==> src/rtl/sprite_position_bank.sv <==
// Tile-position register bank for Pacman and the ghosts, driven by a three-state
// command FSM (accept, execute, respond) with a registered sprite-0 collision flag.
module sprite_position_bank #(
  parameter int unsigned NUM_SPRITES = 5,
  parameter int unsigned COORD_W     = 5,
  parameter int unsigned GRID_W      = 21,
  parameter int unsigned GRID_H      = 21,
  parameter int unsigned PAC_X       = 2,
  parameter int unsigned PAC_Y       = 2,
  parameter int unsigned GHOST_X     = 9,
  parameter int unsigned GHOST_Y     = 10,
  localparam int unsigned IDX_W      = (NUM_SPRITES > 1) ? $clog2(NUM_SPRITES) : 1
) (
  input  logic                           clock_50,
  input  logic                           reset_n,
  input  logic                           cmd_valid,
  output logic                           cmd_ready,
  input  logic [1:0]                     cmd_op,
  input  logic [IDX_W-1:0]               cmd_idx,
  input  logic [1:0]                     cmd_dir,
  input  logic [COORD_W-1:0]             x_in,
  input  logic [COORD_W-1:0]             y_in,
  output logic                           rsp_valid,
  output logic [COORD_W-1:0]             rsp_x,
  output logic [COORD_W-1:0]             rsp_y,
  output logic                           rsp_err,
  output logic [NUM_SPRITES*COORD_W-1:0] all_x,
  output logic [NUM_SPRITES*COORD_W-1:0] all_y,
  output logic                           collide
);

  typedef enum logic [1:0] {StIdle, StExec, StResp} state_e;

  localparam logic [COORD_W:0]   GridWL = (COORD_W+1)'(GRID_W);
  localparam logic [COORD_W:0]   GridHL = (COORD_W+1)'(GRID_H);
  localparam logic [COORD_W-1:0] MaxX   = COORD_W'(GRID_W - 1);
  localparam logic [COORD_W-1:0] MaxY   = COORD_W'(GRID_H - 1);
  localparam logic [COORD_W-1:0] One    = COORD_W'(1);

  state_e             state_q;
  logic [COORD_W-1:0] pos_x_q [NUM_SPRITES];
  logic [COORD_W-1:0] pos_y_q [NUM_SPRITES];
  logic [1:0]         op_q, dir_q;
  logic [IDX_W-1:0]   idx_q;
  logic [COORD_W-1:0] x_q, y_q;

  logic               idx_ok, upd_err, hit;
  logic [COORD_W-1:0] cur_x, cur_y, home_sel_x, home_sel_y, nxt_x, nxt_y;

  function automatic logic [COORD_W-1:0] home_x(input int unsigned i);
    return (i == 0) ? COORD_W'(PAC_X) : COORD_W'(GHOST_X + i - 1);
  endfunction

  function automatic logic [COORD_W-1:0] home_y(input int unsigned i);
    return (i == 0) ? COORD_W'(PAC_Y) : COORD_W'(GHOST_Y);
  endfunction

  assign cmd_ready = (state_q == StIdle);

  // Next value of the latched target; an invalid index yields an error and a zero response.
  always_comb begin
    idx_ok     = 1'b0;
    cur_x      = '0;
    cur_y      = '0;
    home_sel_x = '0;
    home_sel_y = '0;
    for (int unsigned i = 0; i < NUM_SPRITES; i++) begin
      if (idx_q == IDX_W'(i)) begin
        idx_ok     = 1'b1;
        cur_x      = pos_x_q[i];
        cur_y      = pos_y_q[i];
        home_sel_x = home_x(i);
        home_sel_y = home_y(i);
      end
    end
    nxt_x   = cur_x;
    nxt_y   = cur_y;
    upd_err = !idx_ok;
    case (op_q)
      2'b01: begin
        if (({1'b0, x_q} < GridWL) && ({1'b0, y_q} < GridHL)) begin
          nxt_x = x_q;
          nxt_y = y_q;
        end else begin
          upd_err = 1'b1;
        end
      end
      2'b10: begin
        case (dir_q)
          2'b00:   nxt_y = (cur_y == '0)   ? MaxY : cur_y - One;
          2'b01:   nxt_y = (cur_y == MaxY) ? '0   : cur_y + One;
          2'b10:   nxt_x = (cur_x == '0)   ? MaxX : cur_x - One;
          default: nxt_x = (cur_x == MaxX) ? '0   : cur_x + One;
        endcase
      end
      2'b11: begin
        nxt_x = home_sel_x;
        nxt_y = home_sel_y;
      end
      default: ;
    endcase
    if (!idx_ok) begin
      nxt_x = '0;
      nxt_y = '0;
    end
  end

  always_comb begin
    all_x = '0;
    all_y = '0;
    hit   = 1'b0;
    for (int unsigned i = 0; i < NUM_SPRITES; i++) begin
      all_x[i*COORD_W +: COORD_W] = pos_x_q[i];
      all_y[i*COORD_W +: COORD_W] = pos_y_q[i];
    end
    for (int unsigned i = 1; i < NUM_SPRITES; i++) begin
      hit = hit | ((pos_x_q[i] == pos_x_q[0]) && (pos_y_q[i] == pos_y_q[0]));
    end
  end

  always_ff @(posedge clock_50 or negedge reset_n) begin
    if (!reset_n) begin
      state_q   <= StIdle;
      op_q      <= '0;
      dir_q     <= '0;
      idx_q     <= '0;
      x_q       <= '0;
      y_q       <= '0;
      rsp_valid <= 1'b0;
      rsp_err   <= 1'b0;
      rsp_x     <= '0;
      rsp_y     <= '0;
      collide   <= 1'b0;
      for (int unsigned i = 0; i < NUM_SPRITES; i++) begin
        pos_x_q[i] <= home_x(i);
        pos_y_q[i] <= home_y(i);
      end
    end else begin
      collide <= hit;
      case (state_q)
        StIdle: begin
          rsp_valid <= 1'b0;
          if (cmd_valid) begin
            op_q    <= cmd_op;
            dir_q   <= cmd_dir;
            idx_q   <= cmd_idx;
            x_q     <= x_in;
            y_q     <= y_in;
            state_q <= StExec;
          end
        end
        StExec: begin
          for (int unsigned i = 0; i < NUM_SPRITES; i++) begin
            if (!upd_err && (idx_q == IDX_W'(i))) begin
              pos_x_q[i] <= nxt_x;
              pos_y_q[i] <= nxt_y;
            end
          end
          rsp_x     <= nxt_x;
          rsp_y     <= nxt_y;
          rsp_err   <= upd_err;
          rsp_valid <= 1'b1;
          state_q   <= StResp;
        end
        StResp: begin
          rsp_valid <= 1'b0;
          state_q   <= StIdle;
        end
        default: state_q <= StIdle;
      endcase
    end
  end

endmodule

==> config.mk <==
export PLATFORM = sky130hd
export DESIGN_NAME = sprite_position_bank
export DESIGN_NICKNAME = d
export VERILOG_FILES = /design/src/rtl/sprite_position_bank.sv
export SDC_FILE = /design/constraint.sdc
export NUM_CORES = 1
export LEC_CHECK = 0
export CAP_MARGIN = 20
export CORE_MARGIN = 2
export CORE_UTILIZATION = 45
export CTS_CLUSTER_DIAMETER = 30
export CTS_CLUSTER_SIZE = 30
export DETAILED_ROUTE_END_ITERATION = 8
export PLACE_DENSITY = 0.69
export SYNTH_ARGS = -nofsm -noshare
export SYNTH_HDL_FRONTEND = slang
export SYNTH_SLANG_ARGS = --single-unit
==> constraint.sdc <==
create_clock -name clock_50 -period 8.7 [get_ports clock_50]
set_clock_uncertainty 0.15 [all_clocks]
set_input_delay 1.74 -clock clock_50 [delete_from_list [all_inputs] [get_ports clock_50]]
set_output_delay 1.74 -clock clock_50 [all_outputs]
set_load 0.05 [all_outputs]
==> parameters.txt <==
Parameter                              Value

Global route
  All-layer global routing usage ... 0.261
  Total congestion overflow ... 0
  Initial antenna violation count ... 0
  Vias in the first global route ... 4,560
  Pin count of the biggest net entering global routing ... 83
  Global-route wire length before repair ... 25.3 mm

Power and ir drop
  Worst vdd rail ir drop ... 241 uV
  Static Leak ... 0.00264 uW
  Power per standard cell area ... 424 nW/um2

Die
  I/O pins ... 84
  Die X-Extent ... 111 um
  Total die area ... 12,400 um2
  Core Footprint ... 11,300 um2
  Floorplan die height ... 111 um
  Initial core utilization ... 0.459
  Count of standard-cell rows ... 39

Worst setup path
  Critical path buffer and inverter count ... 1
  Critical path capture point type ... flop
  Slowest Stage Delay on Critical Path ... 0.97 ns
  Flop2flop setup slack ... 4.75 ns
  Setup Crit Path Kind ... reg -> reg
  Logic depth of the worst setup path including buffers ... 8
  Crit. Startpoint ... idx_q[2]$_DFFE_PN0P_
  Required time at the endpoint of the critical path ... 8.76 ns
  Crit-path slowest cell ... dfrtp_1
  Peak fanout along the critical path ... 29
  CP startpoint kind ... flop
  Endpoint of the most critical register-to-register path ... all_x[3]$_DFFE_PN0P_
  R2r worst-path depth ... 8
  Cell chain of the critical path ... or3b_2 -> o22ai_1 -> ha_1 -> inv_1 -> o311ai_0 -> a211oi_1 -> nor3_2 -> o31ai_1
  Kind of cell adding the most delay to the critical path ... compound AO/OA/AOI/OAI gates
  Setup crit end ... all_x[3]$_DFFE_PN0P_
  Reg2reg start ... idx_q[2]$_DFFE_PN0P_
  Data arrival time of the critical path ... 4.01 ns

STA
  Final setup violation count ... 0
  Worst Tran Pin Value ... 0.957 ns
  Minimum clock period after layout ... 3.95 ns
  Timing-limited maximum frequency ... 253 MHz
  Fin. Hold Viols ... 0
  RSZ-0062 raised after global routing ... no
  Setup_tns ... 0 ns
  Max-Slew Margin vs Limit ... 0.362
  Hold slack ... 0.338 ns
  Crit share post-route ... 0.454
  Max-slew violation total from the final report ... 0

Final layout
  Fraction of layout instances using a drive strength above 1 ... 0.124
  Antenna diode instance count ... 0
  # nets final ... 656
  Most common cell after layout, fill and taps aside ... clkdlybuf4s50_1
  Synth-to-layout area growth ... 21.5%
  Commonest cells after routing, fill and taps aside ... 82 x clkdlybuf4s50_1, 81 x nand2_1, 63 x dfrtp_1

CTS
  CTS tree ... built
  Maximum clock insertion buffer count ... 2
  CTS H-Tree Depth ... 3
  Clock transition at path regs ... 0.06 ns
  Post-CTS Setup Bufs ... 0
  Insertion delay of the later-clocked pin in the worst-skew pair ... 0.35 ns
  Root cell of the clock tree ... clkbuf_16
  Post_cts resized ... 0
  Clock buffer count from CTS ... 9
  Hold_buf cts ... 0
  Clock sink count ... 82

Yosys
  Number of unique standard cell types used by synthesis ... 74
  Post-synthesis async set-or-reset flop share ... 1.00
  Cell count after synthesis ... 572
  Share of the yosys chip area belonging to registers ... 0.400
  Syn Area/Cell ... 9.08 um2
  Prevailing post-synth register cell ... dfrtp_1
  Net count of the mapped netlist ... 598
  Number of synthesized flops with an enable pin ... 0
  Area of the mapped netlist ... 5190 um2
  Flip-flop and latch count after synthesis ... 82
  Yosys Warn Count ... 0

Drt
  Avg Vias per Cell ... 6.16
  Total wirelength of the detailed-routed design ... 16.3 mm
  Vias ... 4,790
  Number of iterations in the first detailed-routing pass ... 5
  Remaining design rule violation count ... 0
  Starting DRT DRC Count ... 294
  Final ANT Viol Nets ... 0
  Average wire length per cell after detail routing ... 20.9 um

Min path
  Worst Hold Launch ... rsp_y[1]$_DFFE_PN0P_
  Worst min-delay path category ... reg -> reg
  Hold depth ... 2

Place
  Final estimated routing congestion in global placement ... 1.01
  Half-perimeter wire length of the detailed placement result ... 11.9 mm
  IO Port Bufs ... 83

Outcome
  Status ... finished clean

Run
  Max-cap viol count ... 0
## cell families after synthesis
kind of cell	synth area share
simple gates	0.168
compound gates	0.217
flops	0.400
buf+inv	0.0472
mux	0.0860
xor+xnor	0.0674
fa+ha+maj	0.0145
## worst min path at each step
| stage | endpoint | slack (ns) |
|---|---|---|
| after global routing | rsp_valid$_DFFE_PN0P_ | 0.36 |
| after global placement | rsp_valid$_DFFE_PN0P_ | 0.32 |
| final | rsp_y[1]$_DFFE_PN0P_ | 0.34 |
| after CTS | rsp_valid$_DFFE_PN0P_ | 0.34 |
| after detailed placement | rsp_y[1]$_DFFE_PN0P_ | 0.33 |
| after floorplan | rsp_valid$_DFFE_PN0P_ | 0.29 |
## synthesized netlist by cell type (3+ instances only)
| cell type | n | area (um2) |
|---|---|---|
| buf_6 | 4 | 45.0 |
| o21ai_0 | 46 | 230 |
| nand2b_1 | 4 | 25.0 |
| and3_1 | 4 | 25.0 |
| a311oi_1 | 3 | 26.3 |
| ha_1 | 6 | 75.1 |
| a2111oi_0 | 3 | 26.3 |
| dfrtp_1 | 63 | 1580 |
| a32oi_1 | 4 | 35.0 |
| a21oi_1 | 10 | 50.1 |
| dfstp_2 | 19 | 499 |
| clkbuf_1 | 26 | 97.6 |
| o31ai_1 | 12 | 90.1 |
| o21ai_1 | 22 | 110 |
| mux2i_1 | 18 | 180 |
| o22a_1 | 6 | 52.6 |
| nor2b_1 | 3 | 18.8 |
| inv_1 | 15 | 56.3 |
| a221o_1 | 3 | 30.0 |
| mux2_2 | 21 | 236 |
| nor3_1 | 5 | 25.0 |
| nand2_1 | 81 | 304 |
| nand4_1 | 9 | 56.3 |
| xor2_1 | 32 | 280 |
| o211ai_1 | 3 | 22.5 |
| o22ai_1 | 6 | 37.5 |
| a31oi_1 | 9 | 56.3 |
| nand3_1 | 16 | 80.1 |
| nor4_1 | 12 | 75.1 |
| nor2_1 | 33 | 124 |
| and2_1 | 6 | 37.5 |
| buf_2 | 7 | 35.0 |
| o311ai_0 | 3 | 26.3 |
| xnor2_1 | 8 | 70.1 |
## metal layers
layer / part of all wire / global-route usage / wire length [um] / vias up
li1: - / - / - / 2216
met4: 0.034 / 0.115 / 552 / 0
met5: 0 / 0 / 0 / -
met2: 0.48 / 0.422 / 7740 / 235
met3: 0.068 / 0.0517 / 1110 / 41
met1: 0.42 / 0.341 / 6890 / 2298
## flip-flops by register name, summed over array words and instances, names as in the netlist
| name | count |
|---|---|
| all_x | 25 |
| all_y | 25 |
| rsp_x | 5 |
| rsp_y | 5 |
| x_q | 5 |
| y_q | 5 |
| idx_q | 3 |
| dir_q | 2 |
| op_q | 2 |
| state_q | 2 |
| collide | 1 |
| rsp_err | 1 |
| rsp_valid | 1 |
## through the flow
stage | power [uW] | cells | cell area (um2) | setup WS [ns] | utilization
floorplan | 1810 | 572 | 5190 | 5.70 | -
global placement | 2280 | 761 | 6020 | 5.06 | 0.532
detailed placement | 2300 | 761 | 6020 | 4.85 | 0.532
CTS | 2670 | 777 | 6290 | 4.84 | 0.556
global route | 2820 | 778 | 6310 | 4.56 | 0.558
finish | 2680 | 778 | 6310 | 4.75 | 0.558
## layout make-up
type                       count  area [um2]
multi-input combinational    436        2870
fill                        1080        5010
clock buffer                  10         229
sequential                    82        2080
timing repair buffer          85         856
tap                          143         179
inverter                      16        60.1
clock inverter                 6        40.0
## power breakdown
| group | internal [uW] | switching [uW] | total (uW) |
|---|---|---|---|
| Combinational | 541 | 980 | 1520 |
| Sequential | 543 | 253 | 796 |
| Clock | 194 | 167 | 361 |
## tightest hold or removal path, stage by stage (launching register included)
cell     delay (ns)
dfrtp_1        0.34
nand2_1        0.05
o21ai_1        0.06
Note: power is estimated with default switching activity, not from simulation.
==> variant 1: new RTL, same settings <==
The parameter `NUM_SPRITES` goes from 5 to 6.
--- a/src/rtl/sprite_position_bank.sv
+++ b/src/rtl/sprite_position_bank.sv
@@ -1,7 +1,7 @@
 // Tile-position register bank for Pacman and the ghosts, driven by a three-state
 // command FSM (accept, execute, respond) with a registered sprite-0 collision flag.
 module sprite_position_bank #(
-  parameter int unsigned NUM_SPRITES = 5,
+  parameter int unsigned NUM_SPRITES = 6,
   parameter int unsigned COORD_W     = 5,
   parameter int unsigned GRID_W      = 21,
   parameter int unsigned GRID_H      = 21,
Interface: changed (resized all_x and all_y); port bits go from 84 to 94. The function was not compared with the original's and may differ.
==> variant 1 against the unedited design <==
  * Combinational power rose by 23%
  * Worst setup slack improved by 0.19 ns
  * Register-to-register slack gained 0.33 ns
  * Global-route usage is 0.28 points lower
  * Routed wire length grew 9.6%
  * Total power up 17%
  * Synthesized area rose by 14%
  * Sequential power grew 12%
  * Final area grew 13%
  * Die area up 13%
  * Sequential cell count grew 10
  * Fmax is 5.0% higher
  * Synthesized cell count rose by 5.4%
  * Highest routed layer unchanged
==> variant 1: results (changes against the unedited design) <==
status: completed
FILL cells: 1199 (+11%)
Syn Inst Count: 603 (+5.4%)
multi-input gate count: 453 (+3.9%)
relative slew slack: 40.54% (+4.3 points)
nonclk buf count: 96 (+13%)
largest net degree at the start of global routing: 53 (-36%)
multiplexer area fraction after synthesis: 12.63% (+4.0 points)
first-pass GRT wire length: 28370 µm (+12%)
routed vias: 5070 (+5.8%)
post-synthesis xor/xnor area fraction: 7.407% (+0.66 points)
M3 GR Usage: 3.668% (-1.5 points)
final wirelength: 17870 µm (+9.6%)
Yosys cell types: 81 (+9.5%)
Layout clock area frac: 3.802% (-0.46 points)
CP peak stage delay: 0.85 ns (-0.12 ns)
post-place setup slack: 5.119 ns (+0.2641 ns)
Diodes inserted: 0 (unchanged)
metal2 WL: 8396 µm (+8.4%)
Peak VDD IR: 179.8 µV (-25%)
Synth Area in Compound Gates: 18.81% (-2.9 points)
placed cell area: 0.006869 mm² (+14%)
M1 wire length: 7913 µm (+15%)
DP Wirelength: 13150 µm (+10%)
Syn Nets: 629 (+5.2%)
top post-synthesis cells by count: dfrtp_1 (68), nand2_1 (54), mux2_2 (43)
fraction of area in multi-input gates: 46.36% (+0.84 points)
router iterations before antenna repair: 6 (+1)
Worst Reg2Reg Path Length in Cells: 11 (+3)
met3 wire length: 1079 µm (-2.9%)
P_leak: 2.959 nW (+12%)
GR Util met2: 40.91% (-1.3 points)
All-Layer GR Usage: 25.82% (-0.28 points)
CP arrival: 1.87 ns (-2.14 ns)
DP Cell Count: 829 (+8.9%)
1st-iter DRT viols: 520 (+77%)
clock sink count: 92 (+12%)
share of post-route cells with drive strength above 1: 17.24% (+4.8 points)
largest cells by area after synthesis: dfrtp_1 (29%), dfstp_2 (11%), mux2_2 (8.2%), xor2_1 (4.7%), mux2i_1 (4.1%)
sequential-to-total area share from yosys stat: 39.45% (-0.51 points)
Non-clock buffer share: 13.32% (-0.24 points)
HP Class: reg2reg
Buffers on Ports: 93 (+12%)
vias in the first global route: 4943 (+8.4%)
Power Dens Cells: 438.9 mW/mm² (+3.5%)
met1 Use GR: 35.71% (+1.6 points)
NumNets Final: 694 (+5.8%)
sequential cell area share: 32.66% (-0.22 points)
Post-Synth Adder-Cell Area: 1.270% (-0.18 points)
Crit path max-delay family: buffers and inverters
Crit-path slowest cell: clkdlybuf4s50_1
crit-path max FO: 8 (-72%)
Placer Congestion: 0.9513 (-5.4%)
Routed WL per cell: 21.15 µm (+0.95%)
variant 1: changes by cell type in the layout (fill, tap and decap cells not counted), sizes merged, moves of 6 or more:
cell / before / now
xnor2: 8 / 18
nor3: 6 / 21
nor2: 34 / 40
nand2: 82 / 54
clkdlybuf4s50: 82 / 92
a21oi: 10 / 16
o21a: 1 / 10
mux2i: 18 / 24
o22a: 6 / 0
o21ai: 68 / 47
mux2: 23 / 45
a31oi: 11 / 5
variant 1: final timing paths:
path,start,to,slack [ns]
min in group asynchronous,reset_n,all_x[12],1.20
worst min-delay path,rsp_x[1],rsp_x[1],0.34
worst max register to register,idx_q[2],all_x[29],5.08
worst max-delay path,all_y[1],all_y[1],4.94
max in group asynchronous,reset_n,rsp_y[0],6.14
worst min register to register,rsp_x[1],rsp_x[1],0.34
variant 1: power by group:
part           leakage (nW)  internal (mW)  switching (mW)  total, mW
clock network         0.128          0.194           0.180      0.374
registers              1.13          0.624           0.266      0.890
logic                  1.70          0.673            1.20       1.87
==> variant 2: new RTL, config.mk and constraints unchanged <==
Without the edit above. Encoding of `state_e`: now one-hot (3 bits for 3 states).
--- a/src/rtl/sprite_position_bank.sv
+++ b/src/rtl/sprite_position_bank.sv
@@ -29,7 +29,7 @@
   output logic                           collide
 );
 
-  typedef enum logic [1:0] {StIdle, StExec, StResp} state_e;
+  typedef enum logic [2:0] {StIdle = 3'b001, StExec = 3'b010, StResp = 3'b100} state_e;
 
   localparam logic [COORD_W:0]   GridWL = (COORD_W+1)'(GRID_W);
   localparam logic [COORD_W:0]   GridHL = (COORD_W+1)'(GRID_H);
Check against the original RTL: no difference found for any inputs over 4 cycles, from zero or initial values and one cycle with reset_n low; so few cycles prove little.
==> variant 2 against the unedited design <==
  * Final area grew 1.5%
  * Fmax grew 2.6%
  * Synthesized area grew 0.29%
  * Routed wire length shrank 7.4%
  * Worst setup slack gained 0.099 ns
  * Sequential cell count grew 1
Power is left out: the tool's default activity adds up to more than one toggle a clock period on the data nets, which glitch-free logic cannot reach.
==> variant 2: results (changes against the unedited design) <==
HP Class: reg2reg
post-place setup slack: 5.044 ns (+0.1894 ns)
Diodes inserted: 0 (unchanged)
actual slew at the worst max-slew pin: 0.9411 ns (-0.01558 ns)
NumNets Final: 602 (-8.2%)
CP arrival: 1.96 ns (-2.05 ns)
largest net degree at the start of global routing: 84 (+1.2%)
Async S/R FF share, synth: 100.0% (unchanged)
Post-CTS Resized: 0 (unchanged)
sequential-to-total area share from yosys stat: 40.35% (+0.39 points)
DP Cell Count: 706 (-7.2%)
placed cell area: 0.006046 mm² (+0.35%)
routed vias: 4242 (-11%)
H-tree depth: 3 (unchanged)
setup bufs post-CTS: 0 (unchanged)
Yosys cell types: 70 (-5.4%)
Yosys Warn Count: 0 (unchanged)
Buffers on Ports: 83 (unchanged)
CP peak stage delay: 0.85 ns (-0.12 ns)
largest cells by area after synthesis: dfrtp_1 (30%), mux2_2 (10%), dfstp_2 (10%), xor2_1 (5.7%), mux2i_1 (4.2%)
Final ANT Viol Nets: 0 (unchanged)
1st-iter DRT viols: 271 (-7.8%)
DP Wirelength: 10830 µm (-9.0%)
Placer Congestion: 0.9548 (-5.1%)
share of post-route cells with drive strength above 1: 20.31% (+7.9 points)
first-pass GRT wire length: 23900 µm (-5.6%)
root buf cell: clkbuf_16
All-Layer GR Usage: 24.84% (-1.3 points)
Syn Nets: 542 (-9.4%)
initial antenna violation count: 0 (unchanged)
top post-synthesis cells by count: dfrtp_1 (63), mux2_2 (48), nor2_1 (43)
Crit-path slowest cell: clkdlybuf4s50_1
status: completed
clock slew at reported path FFs: 0.06 ns (about the same)
vias in the first global route: 4243 (-7.0%)
crit-path max FO: 3 (-90%)
Mean Syn Cell Area: 10.10 µm² (+11%)
Longest Clk Path Bufs: 2 (unchanged)
Via density: 5.859 (-4.8%)
final wirelength: 15090 µm (-7.4%)
worst skew pair latency: 0.35 ns (about the same)
CTS Buf Count: 9 (unchanged)
router iterations before antenna repair: 5 (unchanged)
-- variant 2: cell count changes after synthesis, sizes merged, moves of 10 or more --
| cell | delta |
|---|---|
| nor2 | +10 |
| a21oi | +12 |
| nand3 | -11 |
| o31ai | -10 |
| o21ai | -42 |
| nand2 | -48 |
| mux2 | +27 |
-- variant 2: cell type report --
class,count,area (µm²)
Clock buffer,11,242.7
Clock inverter,5,85.08
Fill cell,1015,4961
Inverter,14,52.55
Multi-Input combinational cell,380,2861
Sequential cell,83,2102
Tap cell,143,178.9
Timing Repair Buffer,88,885.9
-- variant 2: cell families after synthesis --
| logic type | Yosys count | share of synthesized area, % |
|---|---|---|
| AO/OA/AOI/OAI | 111 | 16.28 |
| XOR/XNOR | 43 | 7.229 |
| adder cells (fa/ha/maj) | 6 | 1.441 |
| buffers and inverters | 53 | 4.731 |
| flip-flops | 83 | 40.35 |
| multiplexers | 72 | 15.18 |
| AND/OR/NAND/NOR | 148 | 14.79 |
-- variant 2: per-layer routing --
metal | routed length, µm | global-route usage [%]
met3 | 804 | 4.300
met4 | 467 | 10.53
met5 | 0 | 0
met1 | 6617 | 33.11
met2 | 7198 | 40.20
-- variant 2: final timing paths --
kind                                 start        end  slack [ns]  depth (start not counted)
min in group asynchronous          reset_n  all_y[19]        1.07                          1
max in group asynchronous          reset_n   all_y[6]        6.71                          2
worst min-delay path              rsp_x[1]   rsp_x[1]        0.34                          2
worst max register to register    idx_q[1]  all_x[12]        4.98                         11
worst min register to register    rsp_x[1]   rsp_x[1]        0.34                          2
worst max-delay path            state_q[0]  cmd_ready        4.85                          2
-- variant 2: worst max-delay path, delay by kind of cell (launching register included) --
family | cells | cell delay, ns
buffers and inverters | 1 | 0.85
DFF | 1 | 0.53
and+or+nand+nor | 1 | 0.23
